### src/rtl/intdiv_otf_conv_if.sv
`default_nettype none
// ============================================================================
// Module   : intdiv_otf_conv_if
// Purpose  : Handshake bundle for the SD2 -> two's-complement on-the-fly
//            converter. It carries the digit input stream, the word output
//            and the synchronous abort.
// Revision : 1.0 - initial release
// ----------------------------------------------------------------------------
// Signals:
//   in_abort  : synchronous clear of the converter (driven by master)
//   in_valid  : in_digit valid                     (driven by master)
//   in_ready  : converter accepts a digit          (driven by slave)
//   in_digit  : SD2 digit 11=-1 00=0 01/10=+1      (driven by master)
//   out_valid : out_q holds a completed word       (driven by slave)
//   out_ready : consumer takes out_q               (driven by master)
//   out_q     : N+1-bit two's-complement result    (driven by slave)
//   out_sign  : SD2 sign of the word, only when INTDIV_OTF_SIGN_EN is defined
// Modports : master = digit producer / word consumer side, slave = converter
// ============================================================================
interface intdiv_otf_conv_if #(
  parameter int N = 4
);
  logic         in_abort;
  logic         in_valid;
  logic         in_ready;
  logic [1:0]   in_digit;
  logic         out_valid;
  logic         out_ready;
  logic [N:0]   out_q;
`ifdef INTDIV_OTF_SIGN_EN
  logic [1:0]   out_sign;
`endif

  modport master (
    output in_abort,
    output in_valid,
    input  in_ready,
    output in_digit,
    input  out_valid,
    output out_ready,
`ifdef INTDIV_OTF_SIGN_EN
    input  out_sign,
`endif
    input  out_q
  );

  modport slave (
    input  in_abort,
    input  in_valid,
    output in_ready,
    input  in_digit,
    output out_valid,
    input  out_ready,
`ifdef INTDIV_OTF_SIGN_EN
    output out_sign,
`endif
    output out_q
  );
endinterface
`default_nettype wire

### src/rtl/intdiv_otf_conv.sv
`default_nettype none
// ============================================================================
// Module   : intdiv_otf_conv
// Purpose  : Digit-serial, MSB-first SD2 -> two's-complement converter using
//            on-the-fly conversion. A Q/QM register pair (QM == Q-1) lets a
//            negative digit be absorbed by selecting QM instead of borrowing,
//            so no carry-propagate adder is needed.
// Revision : 1.0 - initial release
// ----------------------------------------------------------------------------
// Parameters:
//   N      : digits per word (N >= 2); result width N+1
// Ports:
//   clk    : clock, rising edge
//   rst_n  : asynchronous active-low reset
//   bus    : intdiv_otf_conv_if.slave (digit stream in, word out, abort)
// Optional feature macro:
//   INTDIV_OTF_SIGN_EN : adds bus.out_sign and the early sign register
// ============================================================================
module intdiv_otf_conv #(
  parameter int N = 4
) (
  input  wire logic             clk,
  input  wire logic             rst_n,
  intdiv_otf_conv_if.slave      bus
);

  localparam int CW = $clog2(N);
  localparam logic [CW-1:0] LAST_CNT = CW'(N - 1);

  typedef enum logic [0:0] {
    ACC  = 1'b0,
    DONE = 1'b1
  } state_t;

  state_t        state;
  logic [CW-1:0] cnt;
  logic [N:0]    q;
  logic [N:0]    qm;
  logic [N:0]    out_q_r;
  logic          in_ready_r;
  logic          out_valid_r;
`ifdef INTDIV_OTF_SIGN_EN
  logic [1:0]    sign_r;
`endif

  logic          accept;
  logic          d_neg;
  logic          d_zero;
  logic [N:0]    q_next;
  logic [N:0]    qm_next;

  assign accept = bus.in_valid && in_ready_r;

  // Codes 01 and 10 both mean +1; only 11 is negative.
  assign d_neg  = (bus.in_digit == 2'b11);
  assign d_zero = (bus.in_digit == 2'b00);

  // On-the-fly update; the MSB shifted out is discarded.
  always_comb begin
    q_next  = {q[N-1:0], 1'b1};
    qm_next = {q[N-1:0], 1'b0};
    if (d_zero) begin
      q_next  = {q[N-1:0], 1'b0};
      qm_next = {qm[N-1:0], 1'b1};
    end else if (d_neg) begin
      q_next  = {qm[N-1:0], 1'b1};
      qm_next = {qm[N-1:0], 1'b0};
    end
  end

  always_ff @(posedge clk or negedge rst_n) begin
    if (!rst_n) begin
      state       <= ACC;
      cnt         <= '0;
      q           <= '0;
      qm          <= '1;
      out_q_r     <= '0;
      in_ready_r  <= 1'b1;
      out_valid_r <= 1'b0;
`ifdef INTDIV_OTF_SIGN_EN
      sign_r      <= 2'b00;
`endif
    end else if (bus.in_abort) begin
      // Abort overrides any simultaneous accept or output handshake.
      state       <= ACC;
      cnt         <= '0;
      q           <= '0;
      qm          <= '1;
      out_q_r     <= '0;
      in_ready_r  <= 1'b1;
      out_valid_r <= 1'b0;
`ifdef INTDIV_OTF_SIGN_EN
      sign_r      <= 2'b00;
`endif
    end else begin
      case (state)
        ACC: begin
          if (accept) begin
            q  <= q_next;
            qm <= qm_next;
`ifdef INTDIV_OTF_SIGN_EN
            // The first nonzero digit dominates the remaining tail, so it
            // fixes the sign of the whole word.
            if (sign_r == 2'b00 && !d_zero) begin
              sign_r <= d_neg ? 2'b11 : 2'b01;
            end
`endif
            if (cnt == LAST_CNT) begin
              state       <= DONE;
              cnt         <= '0;
              out_q_r     <= q_next;
              in_ready_r  <= 1'b0;
              out_valid_r <= 1'b1;
            end else begin
              cnt <= cnt + 1'b1;
            end
          end
        end
        DONE: begin
          if (bus.out_ready) begin
            state       <= ACC;
            cnt         <= '0;
            q           <= '0;
            qm          <= '1;
            in_ready_r  <= 1'b1;
            out_valid_r <= 1'b0;
`ifdef INTDIV_OTF_SIGN_EN
            sign_r      <= 2'b00;
`endif
          end
        end
        default: begin
          state <= ACC;
        end
      endcase
    end
  end

  assign bus.in_ready  = in_ready_r;
  assign bus.out_valid = out_valid_r;
  assign bus.out_q     = out_q_r;
`ifdef INTDIV_OTF_SIGN_EN
  assign bus.out_sign  = sign_r;
`endif

endmodule
`default_nettype wire
### src/flat_wrapper.sv
// flat-port wrapper written by rule: the top's interface ports become plain ports
module intdiv_otf_conv_flat 
#(
  parameter int N = 4
)
  (clk, rst_n, bus_in_abort, bus_in_valid, bus_in_ready, bus_in_digit, bus_out_valid, bus_out_ready, bus_out_q);
  intdiv_otf_conv_if #(.N(N)) bus_i ();
  input  wire logic clk;
  input  wire logic rst_n;
  input wire logic [$bits(bus_i.in_abort)-1:0] bus_in_abort;
  input wire logic [$bits(bus_i.in_valid)-1:0] bus_in_valid;
  output wire logic [$bits(bus_i.in_ready)-1:0] bus_in_ready;
  input wire logic [$bits(bus_i.in_digit)-1:0] bus_in_digit;
  output wire logic [$bits(bus_i.out_valid)-1:0] bus_out_valid;
  input wire logic [$bits(bus_i.out_ready)-1:0] bus_out_ready;
  output wire logic [$bits(bus_i.out_q)-1:0] bus_out_q;
  assign bus_i.in_abort = bus_in_abort;
  assign bus_i.in_valid = bus_in_valid;
  assign bus_in_ready = bus_i.in_ready;
  assign bus_i.in_digit = bus_in_digit;
  assign bus_out_valid = bus_i.out_valid;
  assign bus_i.out_ready = bus_out_ready;
  assign bus_out_q = bus_i.out_q;
  intdiv_otf_conv #(.N(N)) u_core (.clk(clk), .rst_n(rst_n), .bus(bus_i));
endmodule
### config.mk
export PLATFORM = sky130hd
export DESIGN_NAME = intdiv_otf_conv_flat
export DESIGN_NICKNAME = d
export VERILOG_FILES = /design/src/rtl/intdiv_otf_conv_if.sv /design/src/rtl/intdiv_otf_conv.sv /design/src/flat_wrapper.sv
export SDC_FILE = /design/constraint.sdc
export NUM_CORES = 1
export LEC_CHECK = 0
export ABC_AREA = 0
export CELL_PAD_IN_SITES_DETAIL_PLACEMENT = 0
export CELL_PAD_IN_SITES_GLOBAL_PLACEMENT = 1
export CORE_MARGIN = 3
export CORE_UTILIZATION = 25
export DETAILED_ROUTE_END_ITERATION = 8
export GPL_TIMING_DRIVEN = 0
export PLACE_DENSITY = 0.59
export SETUP_SLACK_MARGIN = 0.4
export SYNTH_ARGS = -nofsm -noshare
export SYNTH_HDL_FRONTEND = slang
export SYNTH_SLANG_ARGS = --single-unit
### constraint.sdc
create_clock -name clk -period 1.86 [get_ports clk]
set_clock_uncertainty 0.1 [all_clocks]
set_input_delay 0.465 -clock clk [delete_from_list [all_inputs] [get_ports clk]]
set_output_delay 0.465 -clock clk [all_outputs]
set_load 0.005 [all_outputs]
==> qor.txt <==
DR iter-0 viols = 38
Layout Cells excl Fill = 135
CTS root buffer = clkbuf_4
largest family of logic cells by synthesized area = compound AO/OA/AOI/OAI gates
Tcrit/Tclk final = 81.2%
HP Class = flop to flop
total grt overflow = 0
post-synthesis mux area share = 7.41%
Pwr Density = 709 mW/mm^2
Post-synth EDFFs = 0
unrepaired setup endpoints after global routing = yes
via count = 606
post-synthesis simple-gate area fraction = 13.7%
total track usage = 8.99%
Clock transition at path regs = 0.11 ns
DP Area = 996 um^2
DRT antenna net count = 0
hold_buf cts = 0
Yosys reg bits = 18
Mapped Cells = 67
Slew Limit Fails = 0
adder-cell share of the synthesized area = 1.54%
die extent in x = 63.0 um
final worst setup slack = 0.350 ns
wire per inst = 13.0 um
RePlAce Congestion = 0.741
CP max FO = 2
xor/xnor share of the synthesized area = 1.08%
H-Tree Depth = 1
shortest period the worst path allows = 1.51 ns
status = complete, no violations
sequential area share after synthesis = 56.3%
highest cell delay on the worst timing path = 0.55 ns
die height = 63.0 um
Pre-Repair DR Iteration Count = 4
crit start category = flop
Skew-Pair Late Insertion Delay = 0.29 ns
Worst Max-Slew Pin Slew = 0.811 ns
Via-to-Cell Ratio = 4.49
sw power = 0.000197 W
top_reg_cell synth = dfrtp_1
pin count of the biggest net entering global routing = 19
worst endpoint data arrival time = 0.94 ns
global-route wire length before repair = 2800 um
vias in the first global route = 584
synth unique cells = 25
Area contributors post-synth = dfrtp_1 40%, dfstp_2 16%, mux2i_1 7.4%
Min Hold Slack = 0.399 ns
most frequent cell after synthesis = dfrtp_1
area leader, netlist = dfrtp_1
number of setup violations in the final report = 0
Inserted Diodes = 0
max cap viols = 0
Flop pwr share = 54.8%
Synth top area share = 40.1%
Crit path required time = 1.29 ns
Crit-path slowest cell = dfstp_2
clk sinks = 18
Synth warnings = 0
num rows = 20
CTS Buf Count = 3
critical path type = flop to output pin
die area = 0.00396 mm^2
Slew HR = 45.7%
Net Sw Frac = 25.0%
Hold Fails Final Rpt = 0
critical path, cell by cell = buf_2
post-route cell area = 0.00111 mm^2
Int Pwr = 0.000592 W
share of cells above drive strength 1 = 42.9%
crit end category = output pin
CP Buf/Inv Count = 1
top post-synthesis cells by count = 13 x dfrtp_1, 9 x nor2_1, 6 x mux2i_1, 5 x dfstp_2
area delta synth->final = 37.3%
Final nets = 100
drc violations = 0
Placed Cells incl. Taps = 124
Initial Util = 26.3%
maximum vdd drop = 0.260 mV
Mapped Area = 811 um^2
Clk network pwr share = 31.0%
WL final = 1760 um
FF-to-FF setup slack = 0.37 ns
crit-path leading delay family = flip-flops
Mean Syn Cell Area = 12.1 um^2
Synth Net Count = 75
compound-cell area share of the yosys netlist = 18.4%
number of antenna violations at the first check in global routing = 0
Fmax achieved = 0.662 GHz
CTS tree = yes
Place WS = -0.138 ns
combinational power share = 14.2%
floorplan core area = 0.00308 mm^2
share of synthesized registers carrying an async set or reset = 100%
Buffers on Ports = 13
post-DP HPWL = 1240 um
leakage = 0.523 nW
num ports = 14
clock tree buffer depth = 2
## area by class of cell
class                      instances  area [um^2]
inverter                           1         3.75
buffer                             2         18.8
timing repair buffer              20          154
sequential                        18          457
clock buffer                       4         36.3
tap                               44         55.1
multi-input combinational         46          389
fill                             329         1960
## cell families (layout without fill, tap and decap cells)
family / count (synthesis) / in the layout
mux: 6 / 6
buf+inv: 3 / 27
flops: 18 / 18
compound gates: 19 / 19
fa+ha+maj: 1 / 1
simple gates: 19 / 19
xor+xnor: 1 / 1
## worst reg2reg max path, stage by stage, from the launching register on
cell and delay (ns):
dfstp_2 0.55, buf_4 0.11, and3b_4 0.22, or2b_4 0.29, o22a_1 0.16
## per-stage QoR
| step | TNS, ns | total power [W] | util (%) |
|---|---|---|---|
| floorplan | 0 | 0.000497 | - |
| detailed placement | -0.912 | 0.000542 | 32.4 |
| global placement | -1.04 | 0.000542 | 32.4 |
| global route | 0 | 0.000827 | 36.2 |
| CTS | 0 | 0.000794 | 35.0 |
| finish | 0 | 0.000789 | 36.2 |
## cell usage in the layout (no fill, tap or decap), types with 2 or more instances in the layout
cell,count
a211oi_2,4
a21oi_1,3
a22o_1,2
a2bb2oi_1,3
buf_2,4
buf_4,6
buf_6,2
clkbuf_2,3
clkbuf_4,4
clkdlybuf4s50_1,2
dfrtp_1,13
dfstp_2,5
dlygate4sd2_1,2
dlymetal6s2s_1,2
mux2i_1,6
nand2_2,2
nor2_1,9
o2bb2ai_1,4
## routing by layer
metal / up-vias / track usage, % / part of all wire, %
met3: 4 / 2.34 / 3.2
met2: 8 / 13.2 / 48
met4: 0 / 4.13 / 1.1
met1: 300 / 12.2 / 47
li1: 294 / - / -
met5: - / 0 / 0
## registers in the layout (all words and copies together) (netlist names)
signal,cells
u_core.state,1
u_core.qm,4
u_core.cnt,2
u_core.bus.in_ready,1
u_core.bus.out_q,5
u_core.bus.out_valid,1
u_core.q,4
## worst paths after layout
kind                                            end  depth (start not counted)           startpoint
worst min register to register          u_core.q[3]                          1          u_core.q[3]
worst min-delay path                    u_core.q[3]                          1          u_core.q[3]
worst max register to register         u_core.qm[0]                          4  u_core.bus.in_ready
min in group asynchronous               u_core.q[0]                          1                rst_n
worst max-delay path                   bus_in_ready                          1  u_core.bus.in_ready
max in group asynchronous       u_core.bus.out_q[2]                          1                rst_n
## power by group through the flow
stage | Clock [W] | Sequential [W] | Combinational [W]
floorplan | 0 | 0.000436 | 0.0000614
global placement | 0 | 0.000439 | 0.000103
detailed placement | 0 | 0.000439 | 0.000103
CTS | 0.000256 | 0.000432 | 0.000107
global route | 0.000266 | 0.000435 | 0.000126
finish | 0.000245 | 0.000432 | 0.000112
## timing repair
item                                    CTS  global route
pin swaps                                 7             6
hold endpoints to repair                  0             0
buffers inserted                          6             0
endpoints found under the setup margin   24            20
cloned                                    0             1
resized for setup                        31            16
(Power assumes the default switching activity.)
